### src/rtl/calc_seq_ctrl_v.sv
// Keypad sequencing controller for the two-digit BCD add/subtract calculator.
// Entry registers, latched operation, and a digit-serial add/sub with a B-A fix-up pass.
module calc_seq_ctrl_v #(
    parameter bit CHAIN_EN = 1'b1
) (
    input  logic       CLK,
    input  logic       CLR,
    input  logic       key_valid,
    input  logic [3:0] key_code,
    output logic [3:0] disp_ones,
    output logic [3:0] disp_tens,
    output logic       disp_hund,
    output logic       disp_neg,
    output logic       busy,
    output logic       done,
    output logic       key_drop
);
    typedef enum logic [2:0] {
        S_ENTER_A, S_ENTER_B, S_CALC_LO, S_CALC_HI, S_FIX_LO, S_FIX_HI, S_SHOW
    } state_t;

    state_t     state_q;
    logic [7:0] a_q, b_q, res_q;
    logic       op_sub_q, hund_q, neg_q, cw_q;
    logic [3:0] disp_ones_q, disp_tens_q;
    logic       disp_hund_q, disp_neg_q, busy_q, done_q, drop_q, show_seen_q;

    logic [3:0] x_d, y_d, dig_d;
    logic       cin_d, cout_d;
    logic [4:0] sum_d, diff_d, adj_d;

    logic key_digit, key_op, key_eq, key_clr, in_calc;
    assign key_digit = key_valid && (key_code <= 4'd9);
    assign key_op    = key_valid && ((key_code == 4'd10) || (key_code == 4'd11));
    assign key_eq    = key_valid && (key_code == 4'd12);
    assign key_clr   = key_valid && (key_code == 4'd13);
    assign in_calc   = (state_q == S_CALC_LO) || (state_q == S_CALC_HI) ||
                       (state_q == S_FIX_LO)  || (state_q == S_FIX_HI);

    // One digit of the serial datapath; the fix-up pass swaps the operands to form B-A.
    always_comb begin
        x_d   = a_q[3:0];
        y_d   = b_q[3:0];
        cin_d = 1'b0;
        case (state_q)
            S_CALC_HI: begin x_d = a_q[7:4]; y_d = b_q[7:4]; cin_d = cw_q; end
            S_FIX_LO:  begin x_d = b_q[3:0]; y_d = a_q[3:0]; end
            S_FIX_HI:  begin x_d = b_q[7:4]; y_d = a_q[7:4]; cin_d = cw_q; end
            default:   ;
        endcase
        sum_d  = {1'b0, x_d} + {1'b0, y_d} + {4'd0, cin_d};
        diff_d = 5'd10 + {1'b0, x_d} - {1'b0, y_d} - {4'd0, cin_d};
        adj_d  = 5'd0;
        dig_d  = 4'd0;
        cout_d = 1'b0;
        if (op_sub_q) begin
            if (diff_d >= 5'd10) begin
                adj_d  = diff_d - 5'd10;
                dig_d  = adj_d[3:0];
            end else begin
                dig_d  = diff_d[3:0];
                cout_d = 1'b1;
            end
        end else begin
            if (sum_d > 5'd9) begin
                adj_d  = sum_d - 5'd10;
                dig_d  = adj_d[3:0];
                cout_d = 1'b1;
            end else begin
                dig_d  = sum_d[3:0];
            end
        end
    end

    always_ff @(posedge CLK) begin
        if (CLR || key_clr) begin
            state_q     <= S_ENTER_A;
            a_q         <= 8'd0;
            b_q         <= 8'd0;
            res_q       <= 8'd0;
            op_sub_q    <= 1'b0;
            hund_q      <= 1'b0;
            neg_q       <= 1'b0;
            cw_q        <= 1'b0;
            disp_ones_q <= 4'd0;
            disp_tens_q <= 4'd0;
            disp_hund_q <= 1'b0;
            disp_neg_q  <= 1'b0;
            busy_q      <= 1'b0;
            done_q      <= 1'b0;
            drop_q      <= 1'b0;
            show_seen_q <= 1'b0;
        end else begin
            busy_q      <= in_calc;
            show_seen_q <= (state_q == S_SHOW);
            done_q      <= (state_q == S_SHOW) && !show_seen_q;
            drop_q      <= in_calc && (key_digit || key_op || key_eq);

            // Display follows the state one cycle later and freezes during calculation.
            case (state_q)
                S_ENTER_A: begin
                    {disp_tens_q, disp_ones_q} <= a_q;
                    disp_hund_q <= 1'b0;
                    disp_neg_q  <= 1'b0;
                end
                S_ENTER_B: begin
                    {disp_tens_q, disp_ones_q} <= b_q;
                    disp_hund_q <= 1'b0;
                    disp_neg_q  <= 1'b0;
                end
                S_SHOW: begin
                    {disp_tens_q, disp_ones_q} <= res_q;
                    disp_hund_q <= hund_q;
                    disp_neg_q  <= neg_q;
                end
                default: ;
            endcase

            case (state_q)
                S_ENTER_A: begin
                    if (key_digit) begin
                        a_q <= {a_q[3:0], key_code};
                    end else if (key_op) begin
                        op_sub_q <= key_code[0];
                        b_q      <= 8'd0;
                        state_q  <= S_ENTER_B;
                    end else if (key_eq) begin
                        drop_q <= 1'b1;
                    end
                end
                S_ENTER_B: begin
                    if (key_digit) begin
                        b_q <= {b_q[3:0], key_code};
                    end else if (key_op) begin
                        op_sub_q <= key_code[0];
                    end else if (key_eq) begin
                        state_q <= S_CALC_LO;
                    end
                end
                S_CALC_LO: begin
                    res_q[3:0] <= dig_d;
                    cw_q       <= cout_d;
                    state_q    <= S_CALC_HI;
                end
                S_CALC_HI: begin
                    res_q[7:4] <= dig_d;
                    cw_q       <= cout_d;
                    if (op_sub_q && cout_d) begin
                        state_q <= S_FIX_LO;
                    end else begin
                        hund_q  <= !op_sub_q && cout_d;
                        neg_q   <= 1'b0;
                        state_q <= S_SHOW;
                    end
                end
                S_FIX_LO: begin
                    res_q[3:0] <= dig_d;
                    cw_q       <= cout_d;
                    state_q    <= S_FIX_HI;
                end
                S_FIX_HI: begin
                    res_q[7:4] <= dig_d;
                    hund_q     <= 1'b0;
                    neg_q      <= 1'b1;
                    state_q    <= S_SHOW;
                end
                S_SHOW: begin
                    if (key_digit) begin
                        a_q     <= {4'd0, key_code};
                        neg_q   <= 1'b0;
                        hund_q  <= 1'b0;
                        state_q <= S_ENTER_A;
                    end else if (key_op) begin
                        if (CHAIN_EN && !neg_q && !hund_q) begin
                            a_q      <= res_q;
                            op_sub_q <= key_code[0];
                            b_q      <= 8'd0;
                            state_q  <= S_ENTER_B;
                        end else begin
                            drop_q <= 1'b1;
                        end
                    end else if (key_eq) begin
                        drop_q <= 1'b1;
                    end
                end
                default: state_q <= S_ENTER_A;
            endcase
        end
    end

    assign disp_ones = disp_ones_q;
    assign disp_tens = disp_tens_q;
    assign disp_hund = disp_hund_q;
    assign disp_neg  = disp_neg_q;
    assign busy      = busy_q;
    assign done      = done_q;
    assign key_drop  = drop_q;
endmodule

### config.mk
export PLATFORM = sky130hd
export DESIGN_NAME = calc_seq_ctrl_v
export DESIGN_NICKNAME = d
export VERILOG_FILES = /design/src/rtl/calc_seq_ctrl_v.sv
export SDC_FILE = /design/constraint.sdc
export NUM_CORES = 1
export LEC_CHECK = 0
export ABC_AREA = 1
export CORE_MARGIN = 1.5
export CORE_UTILIZATION = 63
export CTS_CLUSTER_DIAMETER = 50
export DETAILED_ROUTE_END_ITERATION = 12
export PLACE_DENSITY = 0.85
export SYNTH_ARGS = -nofsm -noshare
export SYNTH_HDL_FRONTEND = slang
export SYNTH_SLANG_ARGS = --single-unit
### constraint.sdc
create_clock -name CLK -period 10.3 [get_ports CLK]
set_clock_uncertainty 0.1 [all_clocks]
set_input_delay 1.03 -clock CLK [delete_from_list [all_inputs] [get_ports CLK]]
set_output_delay 1.03 -clock CLK [all_outputs]
set_load 0.02 [all_outputs]
[Yosys cells after proc, flatten, opt, wreduce, memory -nomap -nowiden]
Index checks and enable logic that the tools add are counted.
Word-level totals
  memory bits (read-only): 0
  bits of input ports: 7
  memories kept: 0
  word-level logic and storage cells: 140
  latch bits: 0
  bits in writable memories: 0
  bits in registers: 45
  output and inout port bits: 13
Cells by class
  reduce and logical (&&, ||, !) cells: 34
  equal/unequal tests: 26
  bitwise logic cells: 0
  $mul: 0
  $add $sub $neg: 7
  magnitude comparators: 3
  multiplexer cells: 53
  divide/modulo/power cells: 0
  shifts and indexed selects: 0
Operators with widths (number)
  8-bit 2-to-1 mux: 10
  4-bit one-hot mux with 3 select lines: 4
  3-bit 2-to-1 mux: 8
  2-bit != test, second input constant: 12
  8-bit one-hot mux with 3 select lines: 1
  3-bit one-hot mux with 7 select lines: 1
  1-bit 2-to-1 mux: 18
  4-bit equality test, second input constant: 4
  8-bit one-hot mux with 2 select lines: 1
  7-bit AND reduction: 2
  4-bit 2-to-1 mux: 3
  3-bit equality test, second input constant: 3
  1-bit logical AND: 9
  1-bit one-hot mux with 2 select lines: 4
  4-bit subtractor, second input constant: 2
  1-bit logical OR: 7
  3-bit by 2-bit equality test with 1-bit output, second input constant: 2
  1-bit one-hot mux with 3 select lines: 2
  6-bit AND reduction: 1
  3-bit nonzero test: 2
  2-bit OR reduction: 3
  4-bit by 4-bit adder with 5-bit output: 1
  4-bit by 4-bit adder with 5-bit output, first input constant: 1
  5-bit by 1-bit adder with 5-bit output: 1
  16 further kinds: 21

[Longest topological paths before layout]
Gate-level depths: netlist (run 1).
  depth after elaboration: 11
  mapped depth: 25

[Worst setup path before layout (run 1)]
No wires, ideal clock.
  kind: reg-to-reg
  from: register state_q[0]
  to: register hund_q
  arrival: 3293 ps
  path slack: 6789 ps
  required time: 10082 ps
  path buffers: 0
  cell stages (with the launch flop): 19
  path through: dfxtp_1 -> inv_2 -> nand3_1 -> inv_2 -> a221oi_1 -> o21ai_0 -> ha_1 -> fa_1 -> inv_1 -> ha_1 -> fa_1 -> xnor2_1 -> nand2_1 -> nor2_1 -> nand2_1 -> nand2_2 -> nor2_1 -> nand2_1 -> a21oi_2
On the way
  word-level cells in the longest chain between the ends: 11
Ends and longest elaborated chain
  start, declared: line 22  | state_t state_q;
  start signal, assigned: line 77  | state_q <= S_ENTER_A;
  start signal, assigned: line 126  | state_q <= S_ENTER_B;
  start signal, assigned: line 137  | state_q <= S_CALC_LO;
  3-bit equality test (tied with other cells): line 45, 119
  4-bit one-hot mux with 3 select lines: line 45  | case (state_q)
  4-bit by 4-bit adder with 5-bit output: line 52  | diff_d = 5'd10 + {1'b0, x_d} - {1'b0, y_d} - {4'd0, cin_d};
  5-bit by 4-bit subtractor with 5-bit output: line 52
  5-bit by 1-bit subtractor with 5-bit output: line 52
  5-bit by 4-bit >= comparator with 1-bit output: line 57  | if (diff_d >= 5'd10) begin
  1-bit 2-to-1 mux: line 57
  1-bit 2-to-1 mux: line 56  | if (op_sub_q) begin
  1-bit logical AND (on tied branches): line 151, 148
  1-bit 2-to-1 mux / 2-bit != test (equally long branches)
  1-bit one-hot mux with 3 select lines / 3-bit AND reduction (equally long branches)
  end signal, assigned: line 151  | hund_q <= !op_sub_q && cout_d;
  end, declared: line 24  | logic op_sub_q, hund_q, neg_q, cw_q;
Parallel ways exist; a longest one is shown, timed or not. The select of a mux whose other input is x is not followed.
A chain may end at the register's enable or synchronous reset.

[Final worst setup path (run 1)]
Same ends and word-level chain as after synthesis.

==> results.sh, run 1 <==
export IMPL_syn_cell_area_mm2=0.00276
export IMPL_status="finished clean"
export IMPL_avgRoutedWirePerCell_um=15.5
export IMPL_ys_types=42
export IMPL_leakagePower_uw=0.00131
export IMPL_yosys_area_top_type="dfxtp_1"
export IMPL_syn_inst=377
export IMPL_crit_slowest_cell="dfxtp_1"
export IMPL_worst_path_max_fanout=9
export IMPL_routed_wl_mm=6.93
export IMPL_cts_post_setup_buffers_inserted=0
export IMPL_yosysMostFrequentCell="nand2_1"
export IMPL_hpwl_mm=5.42
export IMPL_whs_ns=0.304
export IMPL_insertedDiodeCount=0
export IMPL_start_kind="register"
export IMPL_yosys_warnings=0
export IMPL_area_growth_pct=10.4
export IMPL_synth_top_area_share_pct=32.7
export IMPL_slew_headroom_pct=65.6
export IMPL_worst_hold_path_type="reg -> reg"
export IMPL_synth_xor_area_share_pct=0.317
export IMPL_core_mm2=0.00412
export IMPL_die_w_um=69.2
export IMPL_overflow=0
export IMPL_maxCapViolCount=0
export IMPL_muxShareOfSynthArea_pct=1.09
export IMPL_max_stage_delay_ns=0.47
export IMPL_viasPerCell=6.11
export IMPL_synth_compound_area_share_pct=23.7
export IMPL_synth_flop_cell="dfxtp_1"
export IMPL_syn_nets=398
export IMPL_setup_tns_final_ns=0
export IMPL_synthArstFlopShare_pct=0
export IMPL_finalNetCount=416
export IMPL_cts_root_buf="clkbuf_8"
export IMPL_die_area_mm2=0.00479
export IMPL_final_cells=446
export IMPL_drc=0
export IMPL_synth_edf_count=0
export IMPL_rows=23
export IMPL_synthSimpleGateAreaFrac_pct=24.0
export IMPL_worstSetupEndpointType="register"
export IMPL_slew_viol_final=0
export IMPL_track_usage_pct=31.1
export IMPL_crit_chain="inv_2 > nor2_4 > nand2_2 > nand2_4 > nor2_4 > inv_1 > o21ai_0 > ha_1 > fa_1 > inv_1 > ha_1 > fa_1 > xnor2_1 > nand2_1 > nor2_1 > nand2_1 > nand2_2 > nor2_1 > nand2_1 > a21oi_2"
export IMPL_drive_gt1_share_pct=12.9
export IMPL_crit_type="reg -> reg"
export IMPL_ant_nets=0
export IMPL_cp_data_required_time_ns=10.38
export IMPL_synth_top_family_by_area="simple AND/OR/NAND/NOR gates"
export IMPL_place_area_mm2=0.00296
export IMPL_period_share_pct=39.2
export IMPL_grt_max_degree=33
export IMPL_synthTopCellsByArea="dfxtp_1, a21oi_1, nand2_1, inv_1, o21ai_0"
export IMPL_die_height_um=69.2
export IMPL_yosys_area_share_adder_pct=7.71
export IMPL_path_buf_inv=3
export IMPL_setup_viol=0
export IMPL_grt_pass1_vias=2518
export IMPL_clk_path_buf_depth=2
export IMPL_drt_pre_antenna_iters=6
export IMPL_clkTransAtPathRegs_ns=0.09
export IMPL_ys_seq_area_share_pct=32.7
export IMPL_antenna_found_initial=0
export IMPL_crit_path_frequent_cell="nand2_1"
export IMPL_synth_common_cells="nand2_1, inv_1, dfxtp_1"
export IMPL_p_per_area_mw_per_mm2=251
export IMPL_ios=20
export IMPL_min_period_ns=4.04
export IMPL_avgSynthCellArea_um2=7.32
export IMPL_cts_tree="done"
export IMPL_finalHoldViolCount=0
export IMPL_holdBufCountCts=0
export IMPL_grt_setup_unrepaired="false"
export IMPL_cts_resized=0
export IMPL_clock_sinks=45
export IMPL_peakVddDrop_uv=148
export IMPL_crit_arrival_ns=4.12
export IMPL_final_area_mm2=0.00305
export IMPL_portBuffers=19
export IMPL_fmax_mhz=248
export IMPL_cts_buffers=5
export IMPL_vias=2726
export IMPL_clk_latency_ns=0.30
export IMPL_dp_cells=438
export IMPL_critical_path_top_delay_family="adder cells"
export IMPL_drtIter0Drc=182
export IMPL_ys_ff_latch=45
export IMPL_grt_pass1_wl_mm=12.1
export IMPL_start_util_pct=67.0
export IMPL_htree_levels=2
export IMPL_gp_congestion=0.903
export IMPL_worst_pin_slew_ns=0.511
-- through the flow --
stage / utilization [%] / power, µW / setup slack (ns)
after global placement: 72.0 / 641 / 6.38
after CTS: 74.0 / 760 / 6.26
after detailed placement: 72.0 / 651 / 6.29
final: 74.0 / 764 / 6.26
after floorplan: - / 554 / 6.79
after global routing: 74.0 / 826 / 5.86
-- path summary, 6_finish.rpt --
kind                    start  cells past startpoint  slack [ns]  endpoint
setup / recovery   state_q[0]                     20        6.26    hund_q
hold / removal    show_seen_q                      1        0.30      done
setup reg to reg   state_q[0]                     20        6.26    hund_q
hold reg to reg   show_seen_q                      1        0.30      done
-- area by class of cell --
cell class,count,area [µm²]
Clock buffer,7,76.3
Clock inverter,1,7.51
Fill cell,341,1070
Inverter,59,226
Multi-Input combinational cell,264,1580
Sequential cell,45,901
Tap cell,50,62.6
Timing Repair Buffer,20,198
-- state kept, by name (all words and copies together), names as in the netlist, 3 cells and up --
signal / cells
state_q: 3
a_q: 8
disp_tens: 4
disp_ones: 4
res_q: 8
b_q: 8
-- kinds of logic after synthesis --
family          Yosys count
mux                       3
simple gates            136
compound gates          110
flops                    45
xor+xnor                  1
buf+inv                  68
fa+ha+maj                14
-- cell usage in the layout (no fill, tap or decap), types with 3 or more instances in the layout --
cell / instances
a31oi_1: 6
nand2_1: 55
nor3_1: 3
clkdlybuf4s50_1: 19
nor2_4: 5
nand3_1: 21
nor2_1: 30
clkbuf_8: 5
a21oi_2: 3
nor2_2: 4
fa_1: 5
a21oi_1: 43
inv_2: 10
ha_1: 9
mux2i_1: 3
dfxtp_1: 45
o221ai_1: 3
nand2_2: 10
a221oi_1: 5
inv_1: 46
o21ai_2: 5
o21ai_0: 31
-- routing by layer --
layer	global-route usage [%]	wire (µm)
met1	41.9	3040
met2	48.4	3080
met3	5.96	550
met4	14.2	264
met5	0	0
-- report_power, final --
group | total [µW] | switching (µW) | internal (µW)
Sequential | 258 | 37.9 | 221
Combinational | 397 | 257 | 140
Clock | 109 | 60.6 | 48.1
Total | 764 | 355 | 409
(Power assumes the default switching activity.)
==> inputs of run 2 (changes only) <==
Settings changed: CORE_UTILIZATION 63 to 53, PLACE_DENSITY 0.85 to 0.76.
Clock period 10.3 ns to 3.5 ns, I/O delays scaled along.
==> results.sh, run 2 (synthesis results as in run 1) <==
export IMPL_status="finished clean"
export IMPL_die_height_um=75.2
export IMPL_crit_arrival_ns=3.47
export IMPL_holdBufCountCts=0
export IMPL_die_w_um=75.2
export IMPL_worst_path_max_fanout=6
export IMPL_worst_pin_slew_ns=0.528
export IMPL_overflow=0
export IMPL_min_period_ns=3.37
export IMPL_crit_type="reg -> reg"
export IMPL_finalNetCount=452
export IMPL_maxCapViolCount=0
export IMPL_mostFrequentLayoutCell="nand2_1"
export IMPL_crit_chain="inv_4 > nor2_4 > nand2_4 > nand2_4 > nor2_4 > buf_4 > a211oi_2 > a21oi_2 > fa_1 > inv_1 > ha_1 > fa_2 > nand2_1 > nand2_2 > a21oi_2 > o21ai_1 > nand3_2 > nor2_2 > nor2_1"
export IMPL_clk_path_buf_depth=2
export IMPL_core_mm2=0.00507
export IMPL_cts_tree="done"
export IMPL_nFillCells=445
export IMPL_antenna_found_initial=0
export IMPL_slew_headroom_pct=64.7
export IMPL_cts_root_buf="clkbuf_8"
export IMPL_peakVddDrop_uv=357
export IMPL_drtIter0Drc=200
export IMPL_mostFrequentLayoutCells="nand2_1, inv_1, dfxtp_1, a21oi_1, buf_4"
export IMPL_clk_latency_ns=0.31
export IMPL_viasPerCell=5.64
export IMPL_fmax_mhz=297
export IMPL_final_area_mm2=0.00351
export IMPL_place_area_mm2=0.00320
export IMPL_cts_buffers=5
export IMPL_clkTransAtPathRegs_ns=0.09
export IMPL_cp_data_required_time_ns=3.60
export IMPL_hpwl_mm=5.82
export IMPL_period_share_pct=96.3
export IMPL_area_growth_pct=27.3
export IMPL_finalPower_uw=2620
export IMPL_crit_slowest_cell="fa_2"
export IMPL_finalHoldViolCount=0
export IMPL_setup_tns_final_ns=0
export IMPL_drt_pre_antenna_iters=5
export IMPL_routed_wl_mm=7.89
export IMPL_top_regs="a_q (8), b_q (8), res_q (8)"
export IMPL_grt_pass1_vias=2572
export IMPL_worstRegToRegCells=19
export IMPL_slew_viol_final=0
export IMPL_drc=0
export IMPL_gp_congestion=0.961
export IMPL_drive_gt1_share_pct=28.5
export IMPL_p_per_area_mw_per_mm2=746
export IMPL_max_stage_delay_ns=0.56
export IMPL_min_path_cells=1
export IMPL_setup_viol=0
export IMPL_insertedDiodeCount=0
export IMPL_grt_pass1_wl_mm=12.2
export IMPL_ios=20
export IMPL_critical_path_top_delay_family="adder cells"
export IMPL_leakagePower_uw=0.00156
export IMPL_rows=26
export IMPL_worst_hold_path_type="reg -> reg"
export IMPL_portBuffers=19
export IMPL_avgRoutedWirePerCell_um=15.7
export IMPL_path_buf_inv=3
export IMPL_grt_max_degree=32
export IMPL_die_area_mm2=0.00565
export IMPL_ff2ff_setup_slack_ns=0.13
export IMPL_track_usage_pct=29.0
export IMPL_vias=2829
export IMPL_start_util_pct=54.4
export IMPL_htree_levels=2
export IMPL_clock_sinks=45
export IMPL_worstSetupEndpointType="register"
export IMPL_crit_cells=19
export IMPL_start_kind="register"
export IMPL_ant_nets=0
-- run 2: cell types whose count changed in the layout (fill, tap and decap cells not counted), sizes merged --
cell,before,now
buf,1,37
bufinv,0,1
clkbuf,7,6
clkinv,2,3
clkinvlp,1,0
-- run 2: area by class of cell --
cell class                      count  area (µm²)  area share, %
Multi-Input combinational cell    264        1710           48.6
Sequential cell                    45         907           25.8
Timing Repair Buffer               56         468           13.3
Inverter                           59         231           6.59
Tap cell                           70        87.6           2.49
Clock buffer                        6        72.6           2.07
Clock inverter                      2        38.8           1.10
-- run 2: what timing repair did --
item | in CTS | in global routing
gates resized for setup | 6 | 40
pin swaps | 2 | 11
setup buffers | 0 | 8
setup endpoints to repair | 9 | 10
-- run 2: metrics by stage --
| step | setup WS [ns] | instances | util [%] | hold slack [ns] |
|---|---|---|---|---|
| 6_report | 0.129 | 502 | 69.2 | 0.303 |
| 5_1_grt | -0.0595 | 502 | 69.2 | 0.325 |
| 4_1_cts | 0.00906 | 494 | 65.5 | 0.304 |
| 3_5_place_dp | -0.107 | 486 | 63.0 | 0.291 |
| 3_3_place_gp | -0.00400 | 486 | 63.0 | 0.289 |
| 2_1_floorplan | 0.0542 | 377 | - | 0.276 |
-- run 2: path summary, 6_finish.rpt --
kind	startpoint	endpoint
max	state_q[0]	res_q[6]
min	show_seen_q	done
max reg2reg	state_q[0]	res_q[6]
min reg2reg	show_seen_q	done
-- run 2: report_power, final --
part           total [µW]  leakage [µW]  internal (µW)  switching, µW
clock network         405     0.0000554            215            190
registers             759      0.000368            653            106
logic                1460       0.00113            570            887
total                2620       0.00156           1440           1180
-- run 2: routing by layer --
metal | routed length (µm) | GRT usage (%) | up-vias
li1 | - | - | 1378
met1 | 3350 | 37.3 | 1343
met2 | 3980 | 49.8 | 98
met3 | 463 | 5.76 | 10
met4 | 89 | 7.94 | 0
met5 | 0 | 0 | -
==> inputs of run 3 (changes only) <==
Settings changed: CAP_MARGIN from default to 30.
Clock period 3.5 ns to 3.1 ns, I/O delays scaled along.
==> results.sh, run 3 (synthesis results as in run 1) <==
export IMPL_clock_sinks=45
export IMPL_mostFrequentLayoutCell="buf_4"
export IMPL_crit_chain="inv_4 > nor2_4 > nand2_4 > nand2_4 > nor2_4 > buf_4 > a21oi_4 > ha_4 > fa_1 > inv_1 > ha_2 > fa_2 > xnor2_4 > nand2_4 > a21oi_1 > o21ai_1 > nand3_2 > nor2_1 > nor2_1"
export IMPL_track_usage_pct=31.2
export IMPL_core_mm2=0.00507
export IMPL_drc=0
export IMPL_cts_tree="done"
export IMPL_status="complete, but fails checks"
export IMPL_antenna_found_initial=0
export IMPL_worstReg2RegStart="state_q[0]"
export IMPL_drt_pre_antenna_iters=5
export IMPL_worst_path_max_fanout=5
export IMPL_cts_buffers=5
export IMPL_worstRegToRegCells=19
export IMPL_holdBufCountCts=0
export IMPL_fmax_mhz=288
export IMPL_drtIter0Drc=377
export IMPL_crit_arrival_ns=3.61
export IMPL_drive_gt1_share_pct=35.8
export IMPL_mostFrequentLayoutCells="buf_4, nand2_1, dfxtp_1, a21oi_1, inv_1"
export IMPL_worst_pin_slew_ns=0.530
export IMPL_routed_wl_mm=8.97
export IMPL_setup_tns_final_ns=-2.64
export IMPL_insertedDiodeCount=0
export IMPL_slew_headroom_pct=64.7
export IMPL_final_cells=523
export IMPL_grt_max_degree=32
export IMPL_setup_viol=10
export IMPL_area_growth_pct=39.2
export IMPL_max_stage_delay_ns=0.52
export IMPL_crit_type="reg -> reg"
export IMPL_maxCapViolCount=0
export IMPL_gp_congestion=1.05
export IMPL_avgRoutedWirePerCell_um=17.1
export IMPL_min_path_cells=1
export IMPL_critical_path_top_delay_family="adder cells"
export IMPL_crit_path_frequent_cell="nand2_4"
export IMPL_highest_layer="met4"
export IMPL_rows=26
export IMPL_clkTransAtPathRegs_ns=0.09
export IMPL_htree_levels=2
export IMPL_grt_setup_unrepaired="true"
export IMPL_crit_slowest_cell="fa_1"
export IMPL_top_regs="a_q (8), b_q (8), res_q (8)"
export IMPL_leakagePower_uw=0.00167
export IMPL_hpwl_mm=6.05
export IMPL_fin_ws_ns=-0.372
export IMPL_hold_start="show_seen_q"
export IMPL_whs_endpoint="done"
export IMPL_start_kind="register"
export IMPL_cts_root_buf="clkbuf_8"
export IMPL_cp_data_required_time_ns=3.24
export IMPL_grt_pass1_wl_mm=13.2
export IMPL_die_w_um=75.2
export IMPL_min_period_ns=3.47
export IMPL_viasPerCell=5.84
export IMPL_p_per_area_mw_per_mm2=866
export IMPL_route_met2_wl_mm=4.35
export IMPL_peakVddDrop_uv=548
export IMPL_pre_cts_ws_ns=-0.195
export IMPL_worstSetupEndpointType="register"
export IMPL_overflow=0
export IMPL_m1WireLength_mm=3.82
export IMPL_finalHoldViolCount=0
export IMPL_violations="negative setup slack"
export IMPL_met3_length_um=626
export IMPL_portBuffers=19
export IMPL_timing_rr_end="res_q[6]"
export IMPL_finalNetCount=473
export IMPL_clk_latency_ns=0.30
export IMPL_ant_nets=0
export IMPL_start_util_pct=54.4
export IMPL_worst_hold_path_type="reg -> reg"
export IMPL_dp_cells=495
export IMPL_ios=20
export IMPL_final_area_mm2=0.00384
export IMPL_ff2ff_setup_slack_ns=-0.37
export IMPL_die_height_um=75.2
export IMPL_multi_input_area_mm2=0.00185
export IMPL_clk_path_buf_depth=2
export IMPL_place_area_mm2=0.00336
export IMPL_finalPower_uw=3330
export IMPL_path_buf_inv=3
export IMPL_period_share_pct=112
export IMPL_seqCellArea_um2=912
export IMPL_vias=3052
export IMPL_grt_pass1_vias=2784
export IMPL_nFillCells=367
export IMPL_slew_viol_final=0
export IMPL_die_area_mm2=0.00565
-- run 3: cell types whose count changed in the layout (fill, tap and decap cells not counted), moves of 3 or more --
cell	before	now
buf_4	37	56
nand2_1	50	42
nand2_2	13	18
a21oi_2	8	5
ha_1	7	4
inv_1	42	39
nand2_4	4	7
-- run 3: worst max path at each step --
stage                     startpoint       end  slack, ns  cells past startpoint
after floorplan           state_q[0]    hund_q      -0.06                     20
after global placement    state_q[0]    hund_q      -0.14                     19
after detailed placement  state_q[0]  res_q[7]      -0.19                     22
after CTS                 state_q[0]  res_q[6]      -0.17                     18
after global routing      state_q[1]  res_q[6]      -0.47                     19
final                     state_q[0]  res_q[6]      -0.37                     19
-- run 3: power breakdown --
group	total (µW)	internal, µW	leakage, µW	switching [µW]
clock	452	241	0.0000543	210
combinational	2000	831	0.00124	1170
sequential	871	739	0.000369	132
total	3330	1810	0.00167	1520
-- run 3: stage by stage --
step / hold WS, ns / utilization, %
global placement: 0.284 / 66.1
CTS: 0.304 / 72.6
floorplan: 0.276 / -
global route: 0.328 / 75.7
detailed placement: 0.292 / 66.1
finish: 0.301 / 75.7
-- run 3: per-layer routing --
layer  global-route usage (%)  up-vias
li1                         -     1417
met1                     41.6     1457
met2                     51.6      155
met3                     5.49       23
met4                     9.92        0
met5                        0        -
-- run 3: timing repair --
action,4_1_cts,5_1_grt
buffers inserted,15,5
endpoints found under the setup margin,10,10
pin swaps,27,14
resized for setup,27,29
-- run 3: final cells by class --
cell class | count | share of cell area (%)
clock buffers | 5 | 1.79
multi-input cells | 264 | 48.2
inverters | 59 | 6.29
repair buffers | 77 | 16.5
well taps | 70 | 2.28
flip-flops and latches | 45 | 23.7
clock inverters | 3 | 1.21
-- run 3: worst reg2reg max path: cells and delay by family, from the launching register on --
family / cells / cell delay (ns)
adders and majority gates: 4 / 1.26
and+or+nand+nor: 8 / 0.76
AOI/OAI and AO/OA: 3 / 0.42
DFF: 1 / 0.36
buffers and inverters: 3 / 0.28
xor gates and xnor gates: 1 / 0.23
